`src/rtl/pwm_pkg.sv`:
```
// -----------------------------------------------------------------------------
// pwm_pkg
//   Shared definitions for the PWM output block: counter width, channel count,
//   default prescale, the SPI register map (shared with the SPI peripheral),
//   the per-channel drive mode and small helper functions for the level logic.
// -----------------------------------------------------------------------------
package pwm_pkg;

   localparam int PWM_CNT_W        = 8;
   localparam int PWM_NUM_CH       = 16;
   localparam int PWM_PRESCALE_DEF = 13;

   localparam logic [PWM_CNT_W-1:0] PWM_CNT_MAX = 8'hFF;

   // SPI register map, must stay in step with the SPI register peripheral
   localparam logic [7:0] PWM_ADDR_EN_OUT_7_0  = 8'h00;
   localparam logic [7:0] PWM_ADDR_EN_OUT_15_8 = 8'h01;
   localparam logic [7:0] PWM_ADDR_EN_PWM_7_0  = 8'h02;
   localparam logic [7:0] PWM_ADDR_EN_PWM_15_8 = 8'h03;
   localparam logic [7:0] PWM_ADDR_DUTY        = 8'h04;

   typedef enum logic [1:0] {
      CH_OFF    = 2'd0,
      CH_STATIC = 2'd1,
      CH_PWM    = 2'd2
   } ch_mode_e;

   // Output enable dominates: a disabled channel is low whatever its PWM bit says
   function automatic ch_mode_e ch_mode(input logic en_out, input logic en_pwm);
      ch_mode_e mode;
      if (!en_out) begin
         mode = CH_OFF;
      end else if (en_pwm) begin
         mode = CH_PWM;
      end else begin
         mode = CH_STATIC;
      end
      return mode;
   endfunction

   // Duty 255 is forced fully high; a plain compare would give 255/256
   function automatic logic pwm_level(input logic [PWM_CNT_W-1:0] cnt,
                                      input logic [PWM_CNT_W-1:0] duty);
      logic lvl;
      if (duty == PWM_CNT_MAX) begin
         lvl = 1'b1;
      end else begin
         lvl = (cnt < duty);
      end
      return lvl;
   endfunction

endpackage

```
`src/rtl/pwm_timebase.sv`:
```
// -----------------------------------------------------------------------------
// pwm_timebase
//   Common timebase for all PWM channels: a prescaler counting 0..PRESCALE-1
//   and an 8-bit PWM counter advanced on each prescaler wrap.
// Ports
//   clk              in   system clock
//   rst_n            in   asynchronous reset, active-low
//   pwm_cnt_o        out  current PWM count 0..255
//   tick_o           out  prescaler is in its last cycle (count advances next clk)
//   boundary_o       out  tick in the cycle where pwm_cnt is 255 (period ends)
//   period_start_o   out  registered one-clk pulse, high while pwm_cnt first reads 0
// -----------------------------------------------------------------------------
module pwm_timebase
   import pwm_pkg::*;
#(
   parameter int PRESCALE = PWM_PRESCALE_DEF
) (
   input  logic                 clk,
   input  logic                 rst_n,
   output logic [PWM_CNT_W-1:0] pwm_cnt_o,
   output logic                 tick_o,
   output logic                 boundary_o,
   output logic                 period_start_o
);

   // A prescale of 1 still needs a 1-bit register; it simply never leaves 0
   localparam int                PS_W    = (PRESCALE > 1) ? $clog2(PRESCALE) : 1;
   localparam logic [PS_W-1:0]   PS_LAST = PS_W'(PRESCALE - 1);
   localparam logic [PS_W-1:0]   PS_ONE  = PS_W'(1);
   localparam logic [PWM_CNT_W-1:0] CNT_ONE = PWM_CNT_W'(1);

   logic [PS_W-1:0]      presc_q, presc_d;
   logic [PWM_CNT_W-1:0] cnt_q, cnt_d;
   logic                 period_start_q, period_start_d;
   logic                 tick_s, boundary_s;

   // Prescaler wrap detect and period boundary detect
   always_comb begin
      tick_s     = (presc_q == PS_LAST);
      boundary_s = tick_s && (cnt_q == PWM_CNT_MAX);
   end

   // Next-state for prescaler, PWM counter (natural 255->0 wrap) and period pulse
   always_comb begin
      if (tick_s) begin
         presc_d = '0;
         cnt_d   = cnt_q + CNT_ONE;
      end else begin
         presc_d = presc_q + PS_ONE;
         cnt_d   = cnt_q;
      end
      period_start_d = boundary_s;
   end

   // Timebase state registers
   always_ff @(posedge clk or negedge rst_n) begin
      if (!rst_n) begin
         presc_q        <= '0;
         cnt_q          <= '0;
         period_start_q <= 1'b0;
      end else begin
         presc_q        <= presc_d;
         cnt_q          <= cnt_d;
         period_start_q <= period_start_d;
      end
   end

   assign pwm_cnt_o      = cnt_q;
   assign tick_o         = tick_s;
   assign boundary_o     = boundary_s;
   assign period_start_o = period_start_q;

endmodule

```
`src/rtl/pwm_generator.sv`:
```
// -----------------------------------------------------------------------------
// pwm_generator
//   Drives the 16 chip output pins from the SPI control registers. Each pin is
//   forced low, held static high, or modulated by a shared 8-bit duty cycle on
//   a common timebase (period = 256*PRESCALE clk).
// Configuration macro
//   PWM_SYNC_UPDATE_EN  defined: the active duty is a shadow register loaded
//                       only at the period boundary (glitch-free updates).
//                       undefined: the active duty follows pwm_duty_cycle with
//                       one clk delay; a mid-period write may give one period of
//                       intermediate width.
// Ports
//   clk               in   system clock
//   rst_n             in   asynchronous reset, active-low
//   en_reg_out_7_0    in   output enable, channels 7..0
//   en_reg_out_15_8   in   output enable, channels 15..8
//   en_reg_pwm_7_0    in   PWM-mode select, channels 7..0
//   en_reg_pwm_15_8   in   PWM-mode select, channels 15..8
//   pwm_duty_cycle    in   requested duty cycle 0..255
//   out               out  registered channel outputs
//   period_start      out  one-clk pulse at the start of each PWM period
// -----------------------------------------------------------------------------
module pwm_generator
   import pwm_pkg::*;
#(
   parameter int PRESCALE = PWM_PRESCALE_DEF,
   parameter int NUM_CH   = PWM_NUM_CH
) (
   input  logic                 clk,
   input  logic                 rst_n,
   input  logic [7:0]           en_reg_out_7_0,
   input  logic [7:0]           en_reg_out_15_8,
   input  logic [7:0]           en_reg_pwm_7_0,
   input  logic [7:0]           en_reg_pwm_15_8,
   input  logic [7:0]           pwm_duty_cycle,
   output logic [NUM_CH-1:0]    out,
   output logic                 period_start
);

   logic [PWM_CNT_W-1:0] pwm_cnt_s;
   logic                 tick_s;
   logic                 boundary_s;
   logic                 period_start_s;
   logic                 unused_s;

   logic [PWM_CNT_W-1:0] duty_act_q, duty_act_d;
   logic [NUM_CH-1:0]    out_q, out_d;
   logic [NUM_CH-1:0]    en_out_s, en_pwm_s;
   logic                 pwm_lvl_s;

   pwm_timebase #(
      .PRESCALE (PRESCALE)
   ) u_timebase (
      .clk            (clk),
      .rst_n          (rst_n),
      .pwm_cnt_o      (pwm_cnt_s),
      .tick_o         (tick_s),
      .boundary_o     (boundary_s),
      .period_start_o (period_start_s)
   );

   // tick is only needed inside the timebase; boundary only in the shadowed build
   assign unused_s = ^{tick_s, boundary_s};

   assign en_out_s = {en_reg_out_15_8, en_reg_out_7_0};
   assign en_pwm_s = {en_reg_pwm_15_8, en_reg_pwm_7_0};

`ifdef PWM_SYNC_UPDATE_EN
   // Shadow duty: take the new value only as the period wraps, so no runt periods
   always_comb begin
      if (boundary_s) begin
         duty_act_d = pwm_duty_cycle;
      end else begin
         duty_act_d = duty_act_q;
      end
   end
`else
   // Follow the duty register every clk; mid-period writes take effect at once
   always_comb begin
      duty_act_d = pwm_duty_cycle;
   end
`endif

   // Active duty register
   always_ff @(posedge clk or negedge rst_n) begin
      if (!rst_n) begin
         duty_act_q <= '0;
      end else begin
         duty_act_q <= duty_act_d;
      end
   end

   // Shared modulated level and per-channel drive selection
   always_comb begin
      pwm_lvl_s = pwm_level(pwm_cnt_s, duty_act_q);
      out_d     = '0;
      for (int i = 0; i < NUM_CH; i++) begin
         case (ch_mode(en_out_s[i], en_pwm_s[i]))
            CH_OFF:    out_d[i] = 1'b0;
            CH_STATIC: out_d[i] = 1'b1;
            CH_PWM:    out_d[i] = pwm_lvl_s;
            default:   out_d[i] = 1'b0;
         endcase
      end
   end

   // Pin register: enables, duty and count all reach the pins one clk later
   always_ff @(posedge clk or negedge rst_n) begin
      if (!rst_n) begin
         out_q <= '0;
      end else begin
         out_q <= out_d;
      end
   end

   assign out          = out_q;
   assign period_start = period_start_s;

endmodule

```
`config.mk`:
```
export PLATFORM = sky130hd
export DESIGN_NAME = pwm_generator
export DESIGN_NICKNAME = d
export VERILOG_FILES = /design/src/rtl/pwm_pkg.sv /design/src/rtl/pwm_timebase.sv /design/src/rtl/pwm_generator.sv
export SDC_FILE = /design/constraint.sdc
export NUM_CORES = 1
export LEC_CHECK = 0
export ABC_AREA = 1
export ABC_CLOCK_PERIOD_IN_PS = 4850
export CORE_MARGIN = 2
export CORE_UTILIZATION = 49
export DETAILED_ROUTE_END_ITERATION = 6
export PLACE_DENSITY = 0.81
export REMOVE_ABC_BUFFERS = 1
export SETUP_SLACK_MARGIN = 0.5
export SYNTH_ARGS = -nofsm -noshare
export SYNTH_HDL_FRONTEND = slang
export SYNTH_HIERARCHICAL = 1
export SYNTH_SLANG_ARGS = --single-unit
export TNS_END_PERCENT = 5
```
`constraint.sdc`:
```
create_clock -name clk -period 4.85 [get_ports clk]
set_clock_uncertainty 0.15 [all_clocks]
set_input_delay 1.2125 -clock clk [delete_from_list [all_inputs] [get_ports clk]]
set_output_delay 1.2125 -clock clk [all_outputs]
set_load 0.05 [all_outputs]
```
==> results.json <==
{
  "status": "finished, final reports clean",
  "synth.largest_area_cell": "dfrtp_1",
  "drive_above_1_share_pct": 4.44,
  "syn2layout_area_growth_pct": 38.5,
  "cp.arrival_ns": 1.46,
  "switching_power_mw": 0.177,
  "critical_path.slowest_cell": "clkdlybuf4s50_1",
  "hold_path.class": "reg -> reg",
  "clock_latency_ns": 0.29,
  "io_pins": 59,
  "rows": 22,
  "yosysWarnings": 6,
  "ys_seq_area_share_pct": 50.7,
  "tightestPinTransition_ns": 0.808,
  "grt-ovfl-total": 0,
  "final_util_pct": 69.7,
  "synth_top_family_by_area": "simple AND/OR/NAND/NOR gates",
  "fin_tns_setup_ns": 0,
  "path_max_fanout": 1,
  "clockBufferDepth": 2,
  "dieArea_mm2": 0.00424,
  "post_cts_buffers": 0,
  "powerDensity_mw_per_mm2": 259,
  "nets": 344,
  "critical_path_class": "reg -> out",
  "ant_nets": 0,
  "synth.most_common_cell": "nand2_1",
  "clock_power_share_pct": 31.1,
  "synth_compound_area_share_pct": 1.23,
  "crit_buf_inv": 1,
  "peakVddDrop_mv": 0.197,
  "p_int_mw": 0.480,
  "core_mm2": 0.00363,
  "numPortBuffers": 58,
  "finalCritPeriodShare_pct": 58.2,
  "synth-seq-cells": 37,
  "cts.sinks": 37,
  "synth.avg_cell_area_um2": 8.02,
  "synthAdderAreaFrac_pct": 6.84,
  "rsz0062_at_grt": "no",
  "clkTransAtPathRegs_ns": 0.07,
  "report.final.slew_viol_count": 0,
  "combPwrFrac_pct": 19.2,
  "setup_viol": 0,
  "route.detailed.drc": 0,
  "grt_pass1_wl_um": 6440,
  "cp-end-kind": "primary output",
  "crit_family": "buffers and inverters",
  "wl_um": 3470,
  "synthArstFlopShare_pct": 100,
  "synth.distinct_cells": 17,
  "cts_tree": "done",
  "ctsHoldBuffers": 0,
  "hold_viol_final": 0,
  "start_kind": "flip-flop",
  "antenna_cells": 0,
  "relSlewSlack_pct": 46.2,
  "synthCells": 228,
  "fin_crit_ns": 2.82,
  "fp.dieH_um": 65.1,
  "cts_buffers": 5,
  "pwr-share-seq_pct": 49.6,
  "cts_resized": 0,
  "grt_max_degree": 38,
  "track_usage_pct": 20.1,
  "drt_iter0_markers": 75,
  "drt-wirelength-per-cell_um": 10.2,
  "grt_pass1_vias": 1584,
  "drtPass1Iterations": 4,
  "synthFlopType": "dfrtp_1",
  "synth_mux_area_share_pct": 0,
  "yosysTopAreaCellShare_pct": 50.7,
  "root_buffer": "clkbuf_8",
  "synth_common_cells": "nand2_1 (93), inv_1 (53), dfrtp_1 (37)",
  "initial_core_util_pct": 50.3,
  "synth_xor_area_share_pct": 2.87,
  "vias_per_cell": 4.46,
  "max_cap_violations": 0,
  "h-tree-depth": 2,
  "synth-simple-area-share_pct": 26.7,
  "synth_edf_count": 0,
  "vias": 1521,
  "antenna_found_initial": 0,
  "sw_frac_of_total_pct": 26.9,
  "worstPathRequired_ns": 3.49,
  "power_leakage_nw": 1.42,
  "die_width_um": 65.1,
  "synth_area_leaders": "dfrtp_1 (51%), nand2_1 (19%), inv_1 (11%)",
  "crit_chain": "clkdlybuf4s50_1",
  "max_stage_delay_ns": 0.81,
  "max_freq_mhz": 354,
  "gp_congestion": 0.718,
  "hpwl_um": 2700,
  "netlist_area_mm2": 0.00183
}
sequential cells by signal, indices dropped and copies added, names as in the netlist:
| signal | count |
|---|---|
| out | 16 |
| duty_act_q | 8 |
| u_timebase/pwm_cnt_o | 8 |
| u_timebase/presc_q | 4 |
| u_timebase/period_start_o | 1 |
layout make-up:
| type | count | area (um2) |
|---|---|---|
| clock buffers | 8 | 80.1 |
| fillers | 315 | 1100 |
| inverters | 54 | 203 |
| multi-input cells | 136 | 688 |
| flip-flops and latches | 37 | 926 |
| well taps | 48 | 60.1 |
| repair buffers | 58 | 576 |
final timing paths:
check,start,endpoint,slack [ns],cells after the start
max reg2reg,u_timebase/pwm_cnt_o[3],out[0],3.11,8
max,out[15],out[15],2.03,1
max in group asynchronous,rst_n,u_timebase/pwm_cnt_o[2],3.18,1
min,u_timebase/pwm_cnt_o[4],u_timebase/pwm_cnt_o[4],0.35,1
min in group asynchronous,rst_n,u_timebase/presc_q[2],0.86,1
min reg2reg,u_timebase/pwm_cnt_o[4],u_timebase/pwm_cnt_o[4],0.35,1
power by group through the flow:
stage	registers, mW	clock network [mW]	logic [mW]
2_1_floorplan	0.369	0	0.0226
3_3_place_gp	0.331	0	0.125
3_5_place_dp	0.332	0	0.128
4_1_cts	0.326	0.212	0.128
5_1_grt	0.327	0.226	0.139
6_report	0.326	0.204	0.126
routing by layer:
layer,routed length [um],up-vias,global-route usage (%)
met1,1360,684,22.0
met5,0,-,0
met4,43,0,5.47
met2,1750,39,34.8
li1,-,793,-
met3,312,5,9.90
cell families (layout without fill, tap and decap cells):
group / Yosys count / after routing
xor gates and xnor gates: 6 / 6
adders and majority gates: 10 / 10
and+or+nand+nor: 116 / 116
DFF: 37 / 37
AOI/OAI and AO/OA: 4 / 4
buffers and inverters: 55 / 120
layout by cell type (no fill, tap or decap), drive strengths merged:
master / synthesis / layout
nand2: 95 / 95
clkdlybuf4s50: 0 / 57
inv: 54 / 54
dfrtp: 37 / 37
nor2: 11 / 11
ha: 10 / 10
nand3: 8 / 8
clkbuf: 0 / 8
xor2: 4 / 4
a21oi: 3 / 3
xnor2: 2 / 2
o21a: 1 / 1
nor4: 1 / 1
nor3: 1 / 1
buf: 1 / 1
per-stage QoR:
step	hold slack, ns	std cells	area, um2	power [mW]	setup WS (ns)
6_report	0.353	341	2530	0.657	2.03
5_1_grt	0.383	341	2530	0.692	2.00
4_1_cts	0.355	341	2530	0.666	2.02
3_5_place_dp	0.339	333	2450	0.460	2.36
3_3_place_gp	0.342	333	2450	0.456	2.38
2_1_floorplan	0.319	227	1820	0.392	2.90
No activity file was read; power rests on OpenSTA's default activity.
